File: config.mk
export PLATFORM = sky130hd
export DESIGN_NAME = expr_token_tx
export DESIGN_NICKNAME = d
export VERILOG_FILES = /design/src/rtl/expr_pkg.sv /design/src/rtl/strobe_timer.sv /design/src/rtl/expr_token_tx.sv
export SDC_FILE = /design/constraint.sdc
export NUM_CORES = 1
export LEC_CHECK = 0
export ABC_AREA = 1
export CAP_MARGIN = 20
export CORE_ASPECT_RATIO = 1.5
export CORE_MARGIN = 4
export CORE_UTILIZATION = 50
export DETAILED_ROUTE_END_ITERATION = 8
export GPL_TIMING_DRIVEN = 1
export PLACE_DENSITY_LB_ADDON = 0.3
export SLEW_MARGIN = 40
export SYNTH_ARGS = -nofsm -noshare
export SYNTH_HDL_FRONTEND = slang
export SYNTH_SLANG_ARGS = --single-unit
File: constraint.sdc
create_clock -name CLOCK_50 -period 3.6 [get_ports CLOCK_50]
set_input_delay 0.54 -clock CLOCK_50 [delete_from_list [all_inputs] [get_ports CLOCK_50]]
set_output_delay 0.54 -clock CLOCK_50 [all_outputs]
set_load 0.05 [all_outputs]
File: src/rtl/expr_pkg.sv
`default_nettype none
// ============================================================================
// Module   : expr_pkg
// Brief    : Shared operator codes, switch-word layout and FSM encoding for the
//            keypad-token transmitter.
// Revision : 1.0  initial release
// ============================================================================
package expr_pkg;

  localparam logic [1:0] OP_ADD = 2'b00;
  localparam logic [1:0] OP_SUB = 2'b01;
  localparam logic [1:0] OP_MUL = 2'b10;
  localparam logic [1:0] OP_DIV = 2'b11;

  // Consumer switch-word layout; bit 3 is unused and driven low
  localparam int SW_W      = 6;
  localparam int SW_MAG_LO = 0;
  localparam int SW_MAG_HI = 1;
  localparam int SW_NEG    = 2;
  localparam int SW_OP_LO  = 4;
  localparam int SW_OP_HI  = 5;

  localparam logic [2:0] ST_IDLE  = 3'd0;
  localparam logic [2:0] ST_SETUP = 3'd1;
  localparam logic [2:0] ST_PULSE = 3'd2;
  localparam logic [2:0] ST_HOLD  = 3'd3;
  localparam logic [2:0] ST_DONE  = 3'd4;

  typedef struct packed {
    logic [1:0] op;
    logic       neg;
    logic [1:0] mag;
  } entry_t;

  function automatic logic [SW_W-1:0] make_sw(entry_t ent, logic last);
    logic [SW_W-1:0] sw;
    sw                       = '0;
    sw[SW_MAG_HI:SW_MAG_LO]  = ent.mag;
    sw[SW_NEG]               = ent.neg;
    sw[SW_OP_HI:SW_OP_LO]    = last ? OP_ADD : ent.op;
    return sw;
  endfunction

endpackage
`default_nettype wire

File: src/rtl/strobe_timer.sv
`default_nettype none
// ============================================================================
// Module   : strobe_timer
// Brief    : Loadable down-counter that saturates at zero; tc flags zero.
// Revision : 1.0  initial release
// ============================================================================
module strobe_timer #(
  parameter int WIDTH = 3
) (
  input  logic             clk,
  input  logic             rst,
  input  logic             load,
  input  logic [WIDTH-1:0] load_val,
  input  logic             en,
  output logic             tc
);

  logic [WIDTH-1:0] r_cnt;

  always_ff @(posedge clk) begin
    if (rst) begin
      r_cnt <= '0;
    end else if (load) begin
      r_cnt <= load_val;
    end else if (en && (r_cnt != '0)) begin
      r_cnt <= r_cnt - 1'b1;
    end
  end

  assign tc = (r_cnt == '0);

endmodule
`default_nettype wire

File: src/rtl/expr_token_tx.sv
`default_nettype none
// ============================================================================
// Module   : expr_token_tx
// Brief    : Buffers operand/operator entries and replays them as timed
//            switch-word + key-strobe tokens for the arithmetic unit.
// Revision : 1.0  initial release
// ============================================================================
module expr_token_tx
  import expr_pkg::*;
#(
  parameter int N_OPERANDS   = 5,
  parameter int GAP_CYCLES   = 4,
  parameter int PULSE_CYCLES = 2
) (
  input  logic       CLOCK_50,
  input  logic       RST,
  input  logic       load_valid,
  output logic       load_ready,
  input  logic [1:0] load_mag,
  input  logic       load_neg,
  input  logic [1:0] load_op,
  input  logic       clear,
  input  logic       start,
  input  logic       tok_ready,
  output logic [5:0] tok_sw,
  output logic       tok_strobe,
  output logic [2:0] tok_index,
  output logic       busy,
  output logic       done
);

  localparam int              TMR_MAX  = (GAP_CYCLES > PULSE_CYCLES) ? GAP_CYCLES : PULSE_CYCLES;
  localparam int              TMR_W    = $clog2(TMR_MAX + 1);
  localparam logic [TMR_W-1:0] GAP_LD   = TMR_W'(GAP_CYCLES - 1);
  localparam logic [TMR_W-1:0] PULSE_LD = TMR_W'(PULSE_CYCLES - 1);
  localparam logic [2:0]      N_MAX    = 3'(N_OPERANDS);

  logic [2:0]       r_state;
  logic [2:0]       r_count;
  logic [2:0]       r_idx;
  logic [SW_W-1:0]  r_sw;
  entry_t           r_mem [N_OPERANDS];

  logic             w_idle;
  logic             w_load_fire;
  logic             w_start_fire;
  logic             w_mem_we;
  logic [2:0]       w_next_idx;
  logic             w_more;
  logic             w_next_last;
  entry_t           w_load_ent;
  logic             w_tc;
  logic             w_tmr_load;
  logic             w_tmr_en;
  logic [TMR_W-1:0] w_tmr_val;

  assign w_idle       = (r_state == ST_IDLE);
  assign load_ready   = w_idle && (r_count < N_MAX);
  assign w_load_fire  = load_valid && load_ready;
  assign w_mem_we     = w_load_fire && !clear && !RST;
  assign w_start_fire = w_idle && start && !clear && (r_count != 3'd0);
  assign w_next_idx   = r_idx + 3'd1;
  assign w_more       = (w_next_idx < r_count);
  assign w_next_last  = ((r_idx + 3'd2) == r_count);

  // A signed zero is meaningless to the consumer, so it is normalised to +0
  assign w_load_ent.mag = load_mag;
  assign w_load_ent.neg = load_neg && (load_mag != 2'd0);
  assign w_load_ent.op  = load_op;

  always_comb begin
    w_tmr_load = 1'b0;
    w_tmr_val  = GAP_LD;
    w_tmr_en   = 1'b0;
    case (r_state)
      ST_IDLE: begin
        w_tmr_load = w_start_fire;
      end
      ST_SETUP: begin
        w_tmr_en = 1'b1;
        if (w_tc && tok_ready) begin
          w_tmr_load = 1'b1;
          w_tmr_val  = PULSE_LD;
        end
      end
      ST_PULSE: begin
        w_tmr_en   = 1'b1;
        w_tmr_load = w_tc;
      end
      ST_HOLD: begin
        w_tmr_en   = 1'b1;
        w_tmr_load = w_tc && w_more;
      end
      default: begin
        w_tmr_load = 1'b0;
      end
    endcase
  end

  strobe_timer #(
    .WIDTH (TMR_W)
  ) u_timer (
    .clk      (CLOCK_50),
    .rst      (RST),
    .load     (w_tmr_load),
    .load_val (w_tmr_val),
    .en       (w_tmr_en),
    .tc       (w_tc)
  );

  always_ff @(posedge CLOCK_50) begin
    if (w_mem_we) begin
      r_mem[r_count] <= w_load_ent;
    end
  end

  always_ff @(posedge CLOCK_50) begin
    if (RST) begin
      r_state <= ST_IDLE;
      r_count <= 3'd0;
      r_idx   <= 3'd0;
      r_sw    <= '0;
    end else begin
      case (r_state)
        ST_IDLE: begin
          if (clear) begin
            r_count <= 3'd0;
          end else begin
            if (w_load_fire) begin
              r_count <= r_count + 3'd1;
            end
            if (w_start_fire) begin
              r_state <= ST_SETUP;
              r_idx   <= 3'd0;
              r_sw    <= make_sw(r_mem[0], r_count == 3'd1);
            end
          end
        end
        ST_SETUP: begin
          if (w_tc && tok_ready) begin
            r_state <= ST_PULSE;
          end
        end
        ST_PULSE: begin
          if (w_tc) begin
            r_state <= ST_HOLD;
          end
        end
        ST_HOLD: begin
          // tok_sw only ever changes here, on entry to the next SETUP
          if (w_tc) begin
            if (w_more) begin
              r_state <= ST_SETUP;
              r_idx   <= w_next_idx;
              r_sw    <= make_sw(r_mem[w_next_idx], w_next_last);
            end else begin
              r_state <= ST_DONE;
            end
          end
        end
        ST_DONE: begin
          r_state <= ST_IDLE;
        end
        default: begin
          r_state <= ST_IDLE;
        end
      endcase
    end
  end

  assign tok_sw     = r_sw;
  assign tok_index  = r_idx;
  assign tok_strobe = (r_state == ST_PULSE);
  assign busy       = (r_state == ST_SETUP) || (r_state == ST_PULSE) || (r_state == ST_HOLD);
  assign done       = (r_state == ST_DONE);

endmodule
`default_nettype wire

==> flow_summary.ini <==
[sta]
slew_violations = 0
worst_pin_slew_ns = 0.731
relSlewSlack_pct = 50.9
fin_tns_setup_ns = 0
hold_viol = 0
rsz0062_at_grt = no
fin_crit_sh_pct = 71.5
max_freq_mhz = 388
skew_ns = 0.00704
setup_violations = 0
final.min_clock_period_ns = 2.58

[clocking]
cts_buffer_depth = 2
post-cts-setup-buffers = 0
cts_tree = done
cts-root-buf = clkbuf_8
cts_buffers = 5
clock_latency_ns = 0.30
cts_resized = 0
cts_htree_levels = 2
clk_pin_slew_ns = 0.09
postCtsHoldBufs = 0
cts_num_sinks = 42

[final_layout]
diodes = 0
area_growth_pct = 16.2
nets = 311
finalNonFillerCells = 338
drive_above_1_share_pct = 7.53
fill_cells = 383

[logic_synthesis]
netlist_top_cells_area = edfxtp_1 34%, dfxtp_1 16%, nand2_1 9.5%, o21ai_0 7.1%, inv_1 6.2%
syn_nets = 286
syn_inst = 266
syn_area_um2 = 2180
synth_top_area_cell = edfxtp_1
synthDominantCellAreaShare_pct = 34.4
syn_area_per_cell_um2 = 8.20
synthDistinctLibCells = 26
synth_seq_area_share_pct = 50.0
ys_warn_count = 0
synth_seq_cells = 42

[route]
viasPerCell = 5.31
antenna_left = 0
drt_iter0_markers = 79
drc = 0
vias = 1794
wl_per_cell_um = 14.8
routed_wl_um = 4990
firstDrtPassIters = 4

[die]
fp.dieW_um = 61.9
rows = 29
ios = 24
die_y_um = 88.9
coreArea_um2 = 4210
initial_utilization_pct = 51.8
dieArea_um2 = 5500

[placed_design]
place.detailed.hpwl_um = 3930
routabilityCongestion = 0.890
dp_cells = 330
portBuffers = 22

[critical_path]
required_ns = 3.06
slowest_stage = clkdlybuf4s50_1
r2r_start = tok_index[0]
slowest_delay_ns = 0.84
startpoint = r_count[1]
ff2ff_path_depth = 14
crit_chain = inv_1, nand2_1, a21oi_2, clkdlybuf4s50_1
start_kind = flop
cp_max_fo = 6
worst_setup_path_end_kind = output pin
worst-endpoint-arrival_ns = 2.04
criticalPathCategory = reg2out

[pwr]
power.switching_mw = 0.288
clkPwrFrac_pct = 31.9
combPwrFrac_pct = 14.9
ir_drop_v = 0.000350
powerDensity_nw_per_um2 = 396
p_int_mw = 0.715
p_leak_nw = 1.08
power_frac_seq_pct = 53.1
switching_share_pct = 28.7

[hold_path]
holdCritPathClass = reg2reg
worstHoldPathCells = 2
min-delay-start = r_state[1]

[global_routing]
gr-total-overflow = 0
antenna_found_initial = 0
grt_pass1_vias = 1825
grtUsageTotal_pct = 21.2
grt_max_degree = 19
grt_pass1_wl_um = 8220

[run]
maxCapViolCount = 0

[run_status]
status = complete, no violations
==> layer usage <==
layer	up-vias	wire length (um)	share of wire (%)	track usage, %
li1	917	-	-	-
met1	820	1790	36	20.7
met2	42	2820	57	40.0
met3	15	181	3.6	3.65
met4	0	193	3.9	11.2
met5	-	0	0	0
==> synth_stat cells (all sizes together) <==
library cell	n
a21oi	12
buf	3
clkbuf	2
conb	1
dfxtp	17
edfxtp	25
ha	9
inv	37
nand2	62
nand3	15
nand3b	1
nor2	37
nor3	8
nor4	1
o21a	1
o21ai	32
or2	1
xor2	2
==> layout by cell type, fill, tap and decap left out, types with 2 or more instances in the layout <==
cell             netlist  routed
a21oi_1               11      11
clkbuf_8               0       5
clkdlybuf4s50_1        0      22
dfxtp_1               17      17
edfxtp_1              25      25
ha_1                   9       9
inv_1                 36      36
nand2_1               55      55
nand2_2                6       6
nand3_1               15      15
nor2_1                34      34
nor2_4                 2       2
nor3_1                 8       8
o21ai_0               31      31
xor2_1                 2       2
==> worst max-delay path: cells and delay by family, from the launching register on <==
family	cells	cell delay (ns)
simple gates	1	0.13
compound gates	1	0.20
buf+inv	2	1.03
flops	1	0.37
==> final cells by class <==
type	instances	area (um2)	share of cell area [%]
Clock buffer	5	68.8	2.71
Clock inverter	3	25.0	0.987
Inverter	37	139	5.48
Multi-Input combinational cell	182	926	36.5
Sequential cell	42	1090	43.0
Tap cell	46	57.6	2.27
Timing Repair Buffer	23	228	8.98
==> stage by stage <==
step	utilization (%)	total power, mW	setup slack, ns	hold WS (ns)	instance area [um2]
after floorplan	-	0.645	1.01	0.475	2180
after global placement	58.0	0.694	1.08	0.494	2440
after CTS	60.2	1.01	1.03	0.522	2530
after detailed placement	58.0	0.695	1.05	0.509	2440
final	60.2	1.00	1.02	0.524	2530
after global routing	60.2	1.05	0.775	0.572	2530
==> cell families after synthesis <==
logic type,Yosys count,share of synthesized area [%]
other,1,0.172
adder cells (fa/ha/maj),9,5.16
flip-flops,42,50.0
AND/OR/NAND/NOR,125,25.7
buffers and inverters,42,7.52
XOR/XNOR,2,0.803
AO/OA/AOI/OAI,45,10.6
==> registers in the layout, summed over array words and instances, names as in the netlist <==
| signal | count |
|---|---|
| tok_index | 3 |
| r_state | 3 |
| u_timer.r_cnt | 3 |
| r_count | 3 |
| r_mem | 25 |
| tok_sw | 5 |
==> final timing paths <==
check	end	slack [ns]
max reg2reg	tok_sw[2]	1.10
max	load_ready	1.02
min	r_state[1]	0.52
min reg2reg	r_state[1]	0.52
==> power groups by stage <==
stage / sequential, mW / clock [mW] / combinational [mW]
6_report: 0.533 / 0.320 / 0.150
5_1_grt: 0.535 / 0.346 / 0.168
4_1_cts: 0.533 / 0.325 / 0.151
3_5_place_dp: 0.544 / 0 / 0.151
3_3_place_gp: 0.544 / 0 / 0.149
2_1_floorplan: 0.564 / 0 / 0.0807
Note: power is estimated with default switching activity, not from simulation.
